**src/rtl/stream_merge2_arb_pkg.sv**
```systemverilog
// Shared definitions for the two-input stream merger and its matching
// demultiplexer: FSM state encodings and the source select tags.
// No ports (package).
package stream_merge2_arb_pkg;

   typedef enum logic [1:0] {
      ST_IDLE    = 2'd0,
      ST_GRANT_B = 2'd1,
      ST_GRANT_C = 2'd2
   } state_e;

   // Tag carried with each output beat; the demultiplexer uses it as Select.
   localparam logic SEL_B = 1'b0;
   localparam logic SEL_C = 1'b1;

endpackage

```
**src/rtl/stream_merge2_arb_if.sv**
```systemverilog
// Valid/ready stream bundle used for the merger's inputs and output.
// Ports (signals):
//   data  : payload, DATA_W bits
//   sel   : source tag (meaningful on the merged output only)
//   valid : beat present, driven by the producer
//   ready : beat accepted when valid && ready, driven by the consumer
interface stream_merge2_arb_if #(
   parameter int DATA_W = 2
);
   logic [DATA_W-1:0] data;
   logic              sel;
   logic              valid;
   logic              ready;

   modport master (output data, output sel, output valid, input ready);
   modport slave  (input data, input sel, input valid, output ready);
endinterface

```
**src/rtl/stream_merge2_arb_reg_slice.sv**
```systemverilog
// Single registered output stage: holds one beat (data + tag) and reports
// whether it can take a new beat this cycle.
// Ports:
//   clk, rst     : clock, synchronous active-high reset
//   load_i       : an input handshake happens this cycle
//   data_i/sel_i : beat to capture on load_i
//   ready_i      : downstream consumer ready
//   slot_free_o  : register empty or being drained this cycle
//   valid_o, data_o, sel_o : registered output beat
module stream_reg_slice
   import stream_merge2_arb_pkg::*;
#(
   parameter int DATA_W = 2
) (
   input  logic              clk,
   input  logic              rst,
   input  logic              load_i,
   input  logic [DATA_W-1:0] data_i,
   input  logic              sel_i,
   input  logic              ready_i,
   output logic              slot_free_o,
   output logic              valid_o,
   output logic [DATA_W-1:0] data_o,
   output logic              sel_o
);

   logic              valid_q, valid_d;
   logic [DATA_W-1:0] data_q, data_d;
   logic              sel_q, sel_d;
   logic              slot_free;

   assign slot_free = !valid_q || ready_i;

   always_comb begin
      valid_d = valid_q;
      data_d  = data_q;
      sel_d   = sel_q;
      // Under backpressure everything holds; otherwise valid follows load.
      if (slot_free) begin
         valid_d = load_i;
         if (load_i) begin
            data_d = data_i;
            sel_d  = sel_i;
         end
      end
   end

   always_ff @(posedge clk) begin
      if (rst) begin
         valid_q <= 1'b0;
         data_q  <= '0;
         sel_q   <= SEL_B;
      end else begin
         valid_q <= valid_d;
         data_q  <= data_d;
         sel_q   <= sel_d;
      end
   end

   assign slot_free_o = slot_free;
   assign valid_o     = valid_q;
   assign data_o      = data_q;
   assign sel_o       = sel_q;

endmodule

```
**src/rtl/stream_merge2_arb.sv**
```systemverilog
// Two-to-one stream merger with round-robin, burst-bounded arbitration.
// Each output beat is tagged with its source (SEL_B / SEL_C).
// Ports:
//   clk, rst : clock, synchronous active-high reset
//   inB      : source B stream (slave)
//   inC      : source C stream (slave)
//   outA     : merged stream with select tag (master), registered
module stream_merge2_arb
   import stream_merge2_arb_pkg::*;
#(
   parameter int DATA_W    = 2,
   parameter int BURST_LEN = 4
) (
   input  logic         clk,
   input  logic         rst,
   stream_merge2_arb_if.slave  inB,
   stream_merge2_arb_if.slave  inC,
   stream_merge2_arb_if.master outA
);

   localparam int CNT_W = $clog2(BURST_LEN + 1);

   state_e            state_q;
   logic [CNT_W-1:0]  count_q;
   logic              rr_q;

   logic              slot_free;
   logic              b_hs, c_hs;
   logic              grant_hs, grant_valid, other_valid;
   logic              last_beat;
   logic [DATA_W-1:0] load_data;
   logic              load_sel;

   // Readies are gated by rst so nothing is accepted while a stale grant
   // is still in the state register during reset.
   assign inB.ready = !rst && slot_free && (state_q == ST_GRANT_B);
   assign inC.ready = !rst && slot_free && (state_q == ST_GRANT_C);

   assign b_hs      = inB.valid && inB.ready;
   assign c_hs      = inC.valid && inC.ready;
   assign load_data = c_hs ? inC.data : inB.data;
   assign load_sel  = c_hs ? SEL_C : SEL_B;
   assign last_beat = (count_q == CNT_W'(BURST_LEN - 1));

   // View of the currently granted source and the one waiting.
   always_comb begin
      grant_hs    = 1'b0;
      grant_valid = 1'b0;
      other_valid = 1'b0;
      if (state_q == ST_GRANT_B) begin
         grant_hs    = b_hs;
         grant_valid = inB.valid;
         other_valid = inC.valid;
      end else if (state_q == ST_GRANT_C) begin
         grant_hs    = c_hs;
         grant_valid = inC.valid;
         other_valid = inB.valid;
      end
   end

   always_ff @(posedge clk) begin
      if (rst) begin
         state_q <= ST_IDLE;
         count_q <= '0;
         rr_q    <= SEL_B;
      end else begin
         case (state_q)
            ST_IDLE: begin
               if (inB.valid && inC.valid)
                  state_q <= (rr_q == SEL_C) ? ST_GRANT_C : ST_GRANT_B;
               else if (inB.valid)
                  state_q <= ST_GRANT_B;
               else if (inC.valid)
                  state_q <= ST_GRANT_C;
            end
            ST_GRANT_B, ST_GRANT_C: begin
               if ((grant_hs && last_beat) || (slot_free && !grant_valid)) begin
                  // Release: hand straight to the other source if it waits.
                  count_q <= '0;
                  rr_q    <= (state_q == ST_GRANT_B) ? SEL_C : SEL_B;
                  if (other_valid)
                     state_q <= (state_q == ST_GRANT_B) ? ST_GRANT_C : ST_GRANT_B;
                  else
                     state_q <= ST_IDLE;
               end else if (grant_hs) begin
                  count_q <= count_q + 1'b1;
               end
            end
            default: state_q <= ST_IDLE;
         endcase
      end
   end

   stream_reg_slice #(
      .DATA_W (DATA_W)
   ) u_slice (
      .clk         (clk),
      .rst         (rst),
      .load_i      (b_hs || c_hs),
      .data_i      (load_data),
      .sel_i       (load_sel),
      .ready_i     (outA.ready),
      .slot_free_o (slot_free),
      .valid_o     (outA.valid),
      .data_o      (outA.data),
      .sel_o       (outA.sel)
   );

endmodule

```
**src/flat_wrapper.sv**
```systemverilog
// flat-port wrapper written by rule: the top's interface ports become plain ports
module stream_merge2_arb_flat import stream_merge2_arb_pkg::*;
#(
   parameter int DATA_W    = 2,
   parameter int BURST_LEN = 4
)
  (clk, rst, inB_data, inB_sel, inB_valid, inB_ready, inC_data, inC_sel, inC_valid, inC_ready, outA_data, outA_sel, outA_valid, outA_ready);
  stream_merge2_arb_if #(.DATA_W(DATA_W)) inB_i ();
  stream_merge2_arb_if #(.DATA_W(DATA_W)) inC_i ();
  stream_merge2_arb_if #(.DATA_W(DATA_W)) outA_i ();
  input  logic clk;
  input  logic rst;
  input wire logic [$bits(inB_i.data)-1:0] inB_data;
  input wire logic [$bits(inB_i.sel)-1:0] inB_sel;
  input wire logic [$bits(inB_i.valid)-1:0] inB_valid;
  output wire logic [$bits(inB_i.ready)-1:0] inB_ready;
  input wire logic [$bits(inC_i.data)-1:0] inC_data;
  input wire logic [$bits(inC_i.sel)-1:0] inC_sel;
  input wire logic [$bits(inC_i.valid)-1:0] inC_valid;
  output wire logic [$bits(inC_i.ready)-1:0] inC_ready;
  output wire logic [$bits(outA_i.data)-1:0] outA_data;
  output wire logic [$bits(outA_i.sel)-1:0] outA_sel;
  output wire logic [$bits(outA_i.valid)-1:0] outA_valid;
  input wire logic [$bits(outA_i.ready)-1:0] outA_ready;
  assign inB_i.data = inB_data;
  assign inB_i.sel = inB_sel;
  assign inB_i.valid = inB_valid;
  assign inB_ready = inB_i.ready;
  assign inC_i.data = inC_data;
  assign inC_i.sel = inC_sel;
  assign inC_i.valid = inC_valid;
  assign inC_ready = inC_i.ready;
  assign outA_data = outA_i.data;
  assign outA_sel = outA_i.sel;
  assign outA_valid = outA_i.valid;
  assign outA_i.ready = outA_ready;
  stream_merge2_arb #(.DATA_W(DATA_W), .BURST_LEN(BURST_LEN)) u_core (.clk(clk), .rst(rst), .inB(inB_i), .inC(inC_i), .outA(outA_i));
endmodule
```
**config.mk**
```make
export PLATFORM = sky130hd
export DESIGN_NAME = stream_merge2_arb_flat
export DESIGN_NICKNAME = d
export VERILOG_FILES = /design/src/rtl/stream_merge2_arb_pkg.sv /design/src/rtl/stream_merge2_arb_if.sv /design/src/rtl/stream_merge2_arb_reg_slice.sv /design/src/rtl/stream_merge2_arb.sv /design/src/flat_wrapper.sv
export SDC_FILE = /design/constraint.sdc
export NUM_CORES = 1
export LEC_CHECK = 0
export CAP_MARGIN = 20
export CORE_UTILIZATION = 46
export DETAILED_ROUTE_END_ITERATION = 7
export PLACE_DENSITY = 0.76
export REMOVE_ABC_BUFFERS = 1
export SYNTH_ARGS = -nofsm -noshare
export SYNTH_HDL_FRONTEND = slang
export SYNTH_HIERARCHICAL = 1
export SYNTH_SLANG_ARGS = --single-unit
```
**constraint.sdc**
```tcl
create_clock -name clk -period 2.2 [get_ports clk]
set_clock_uncertainty 0.15 [all_clocks]
set_input_delay 0.55 -clock clk [delete_from_list [all_inputs] [get_ports clk]]
set_output_delay 0.55 -clock clk [all_outputs]
set_load 0.005 [all_outputs]
```
[Word level (Yosys, flattened, before mapping)]
Index checks and enable logic that the tools add are counted.
Storage, ports and cells
  output and inout bits: 6
  input bits: 11
  register bits after elaboration: 10
  logic and storage cells: 52
Cells by class
  reduce and logical (&&, ||, !) cells: 21
  equality and inequality tests: 5
  $add $sub $neg: 1
  mux-type cells: 19
Operator list (count)
  2-bit two-way mux: 8
  1-bit logical AND: 8
  1-bit two-way mux: 8
  2-bit AND reduction: 4
  3-bit two-way mux: 2
  4-bit by 3-bit inequality test with 1-bit output, second input constant: 1
  2-bit case mux with 2 select lines: 1
  3-bit by 1-bit adder with 3-bit output, second input constant: 1
  3-bit by 2-bit == test with 1-bit output, second input constant: 1
  1-bit zero test: 3
  1-bit logical OR: 3
  2-bit by 1-bit == test with 1-bit output, second input constant: 1
  2-bit == test, second input constant: 1
  2-bit zero test: 1
  2-bit by 1-bit inequality test with 1-bit output, second input constant: 1
  2-bit nonzero test: 1
  2-bit OR reduction: 1

[Depth between registers and ports, before layout]
Gate-level depths: netlist of the first run.
  word-level depth: 11
  mapped depth: 8
  depth with buffers taken out: 8

[Modules after synthesis]
Netlist of the first run, hierarchy kept.
Modules (own cells, without submodules)
  stream_merge2_arb: times used 1, cells each 60, sequential area each 120.1 sq um, area an instance 473.0 sq um
  stream_reg_slice: times used 1, cells each 17, sequential area each 80.1 sq um, area an instance 173.9 sq um

[Worst setup path before layout of the first run]
OpenSTA, ideal clock, no wires.
  path kind: input to register
  start: in outA_ready
  end: reg u_core.u_slice.data_q[0], in the netlist u_core/u_slice/data_o[0]
  data required time: 1980 ps
  slack: 360 ps
  setup time: 70 ps
  cell stages on the path: 8
  buffers on the path: 1
  arrival time: 1620 ps
  path through: nand2b_4 -> buf_6 -> and3b_1 -> nand2_1 -> inv_1 -> a21o_1 -> a21bo_1 -> a21oi_1
Between the ends
  cells in the longest elaborated chain, start to end: 6
  elaborated cells on any way between the ends: 9
  classes of those cells: 1 x mux; 8 x reduce/logical
Ends and longest elaborated chain
  start: declaration: line flat_wrapper.sv:24  | input wire logic [$bits(outA_i.ready)-1:0] outA_ready;
  1-bit logical OR (*): line stream_merge2_arb_reg_slice.sv:32  | assign slot_free = !valid_q || ready_i;
  via u_core.slot_free: line stream_merge2_arb.sv:27  | logic slot_free;
  1-bit logical AND (*) (2 in a row): line stream_merge2_arb.sv:37  | assign inC.ready = !rst && slot_free && (state_q == ST_GRANT_C);
  via inC_ready: line flat_wrapper.sv:20  | output wire logic [$bits(inC_i.ready)-1:0] inC_ready;
  1-bit logical AND (*): line stream_merge2_arb.sv:40  | assign c_hs = inC.valid && inC.ready;
  via u_core.c_hs: line stream_merge2_arb.sv:28  | logic b_hs, c_hs;
  1-bit logical OR: line stream_merge2_arb.sv:99  | .load_i (b_hs || c_hs),
  2-bit AND reduction (no source line)
  end signal: assignment: line stream_merge2_arb_reg_slice.sv:55  | data_q <= data_d;
  end: declaration: line stream_merge2_arb_reg_slice.sv:28  | logic [DATA_W-1:0] data_q, data_d;
Mark *: on every way through the listed nets, which the timed path passes. The rest lies on a longest branch.
A chain may end at the register's enable or synchronous reset.

[Final worst setup path of the first run]
  start: in outA_ready
  end: out inC_ready
Between the ends
  cells in the longest elaborated chain, start to end: 3
Ends and longest elaborated chain (line)
  1-bit logical OR: stream_merge2_arb_reg_slice.sv:32
  via u_core.slot_free: stream_merge2_arb.sv:27
  1-bit logical AND (2 in a row): stream_merge2_arb.sv:37
  end: declaration: flat_wrapper.sv:20
The timed path passes the listed nets, and every way through them passes these cells.

==> results of run 1 <==
==> layer usage <==
metal,vias up,share of wire [%],global-route usage (%)
met5,-,0,0
met4,0,2.3,12.9
met3,5,2.8,5.11
met2,10,48,33.6
met1,271,47,25.5
li1,309,-,-
==> through the flow <==
step	total power [uW]	cells	TNS (ns)	cell area [sq um]
finish	490	114	0	855
global route	519	114	0	855
CTS	493	114	0	855
detailed placement	367	111	-0.812	840
global placement	361	111	-0.690	840
floorplan	304	76	0	636
==> power breakdown <==
part	leakage (uW)	switching, uW	internal, uW
Sequential	0.0000811	10.9	193
Combinational	0.000284	79.9	76.9
Clock	0.0000138	66.2	63.4
==> final timing paths <==
path                                   startpoint                   end  slack [ns]  cells after the start
worst min-delay path            u_core/count_q[1]     u_core/count_q[1]        0.32                      2
worst max register to register  u_core/state_q[0]  u_core/u_slice/sel_o        0.28                      8
worst max-delay path                   outA_ready             inC_ready        0.06                      4
worst min register to register  u_core/count_q[1]     u_core/count_q[1]        0.32                      2
==> worst reg2reg max path, cell delays in order (launching register included) <==
cell	delay (ns)
dfxtp_1	0.40
inv_1	0.08
ha_1	0.23
and3b_1	0.20
nand2_1	0.12
inv_1	0.07
a21o_1	0.24
a21bo_1	0.20
a21oi_1	0.14
==> layout by cell type (no fill, tap or decap), drive strengths merged <==
| cell type | count |
|---|---|
| and3 | 1 |
| buf | 8 |
| a21bo | 3 |
| clkbuf | 3 |
| a221oi | 1 |
| mux2 | 2 |
| dfxtp | 10 |
| a22oi | 1 |
| clkdlybuf4s50 | 11 |
| o2bb2ai | 1 |
| nand3 | 4 |
| nand3b | 1 |
| mux2i | 2 |
| nor2b | 1 |
| a221o | 1 |
| a21o | 1 |
| nor3b | 1 |
| o21ai | 1 |
| dlygate4sd2 | 1 |
| inv | 9 |
| nor2 | 5 |
| nand4 | 1 |
| ha | 6 |
| a21oi | 10 |
| nand2b | 1 |
| and2b | 1 |
| and3b | 1 |
| nand2 | 11 |
==> cells by family (layout without fill, tap and decap cells) <==
kind of cell    Yosys count  count (layout)  share of synthesized area [%]
compound gates           19              19                           20.9
fa+ha+maj                 6               6                           11.6
buf+inv                  10              32                           6.96
flops                    10              10                           30.9
mux                       4               4                           6.58
simple gates             28              28                           23.0
==> registers in the layout (all words and copies together) (netlist names) <==
signal,flops
u_core/u_slice/data_o,2
u_core/count_q,3
u_core/rr_q,1
u_core/u_slice/valid_o,1
u_core/state_q,2
u_core/u_slice/sel_o,1
==> final cells by class <==
cell class / instances / area [sq um] / share of cell area, %
multi-input combinational: 57 / 405 / 47.4
sequential: 10 / 200 / 23.4
timing repair buffer: 20 / 174 / 20.4
inverter: 9 / 33.8 / 3.95
clock buffer: 3 / 22.5 / 2.64
tap: 15 / 18.8 / 2.20
==> what timing repair did <==
item | CTS | global route
setup endpoints to repair | 2 | 0
buffers inserted | 0 | 0
resized for setup | 10 | 0
==> impl_metrics.ini, run 1 <==
[global_routing]
grt_pass1_vias = 514
grt_pass1_wl_um = 2100
groute.usage.overall_pct = 21.3
grt-ovfl-total = 0
grt_max_degree = 10
antenna_found_initial = 0

[finish]
area_delta_synth_final_pct = 32.1
nFillCells = 113
diodes = 0
nets = 118
utilization_pct = 65.7
drive_gt1_share_pct = 18.2

[yosys]
synth_seq_cells = 10
synth_commonest_cells = nand2_1 (11), a21oi_1 (10), dfxtp_1 (10)
netlist_top_cells_area = dfxtp_1 (31%), ha_1 (12%), a21oi_1 (7.7%)
synth.most_common_cell = nand2_1
avgSynthCellArea_sq_um = 8.40
syn_area_sq_um = 647
ys_types = 25
yosys_warnings = 6
synth_seq_area_share_pct = 30.9
synth-main-ff-cell = dfxtp_1
synthCells = 77
async_flop_share_pct = 0
yosysTopAreaCell = dfxtp_1
yosysTopAreaCellShare_pct = 30.9
synth_edf_count = 0

[critical_path]
crit_chain = clkdlybuf4s50_1 > nand2b_4 > and3b_1 > buf_2
slowest_delay_ns = 0.46
worstSetupPathType = input port to primary output
crit_buf_inv = 2
end_kind = primary output
start_kind = input port
slowest_stage = clkdlybuf4s50_1
cp_top_family = buffers and inverters
arrival_ns = 1.44
cp_max_fo = 4
required_ns = 1.50

[clock_tree]
clock_latency_ns = 0.27
root_buffer = clkbuf_4
clkTransAtPathRegs_ns = 0.06
cts.path.max_buffers = 2
cts_tree = done
htreeDepth = 1
clock-sinks = 10
cts_buffers = 3
ctsHoldBuffers = 0

[timing]
whs_ns = 0.322
drv_slew = 0
fin_ws_ns = 0.0595
fmaxAchievable_mhz = 467
fin_crit_sh_pct = 97.3
rsz0062_at_grt = false
finalHoldViolations = 0
setup_violations = 0
tightest_slew_ns = 0.329
period_needed_ns = 2.14
maxSlewHeadroom_pct = 78.1

[power]
peakVddDrop_v = 0.000375
p_leak_uw = 0.000379
p_per_area_mw_per_mm2 = 573

[detailed_routing]
drc = 0
antenna_left = 0
vias_per_cell = 5.22
drt_wl_total_um = 1400
drt_first_iter_violations = 15
avgRoutedWirePerCell_um = 12.3
first_pass_iters = 4
vias = 595

[hold_path]
worstHoldPathType = flip-flop to flip-flop

[floorplan]
rows = 13
start_util_pct = 49.7
coreArea_sq_mm = 0.00130
die_area_sq_mm = 0.00156
die_x_um = 39.5
die_h_um = 39.5
num_io_pins = 17

[place]
pre_cts_slack_ns = -0.329
port_buffers = 14
place_congestion = 0.719
dp_hpwl_um = 1120

[job]
maxCapViolations = 0

[status]
run_status = finished, final reports clean
(Power assumes the default switching activity.)
==> run 2, diff against run 1 <==
- ABC_CLOCK_PERIOD_IN_PS: not set -> 2200
==> results of run 2 <==
The final DEF is identical to that of run 1; final timing and power are the same.
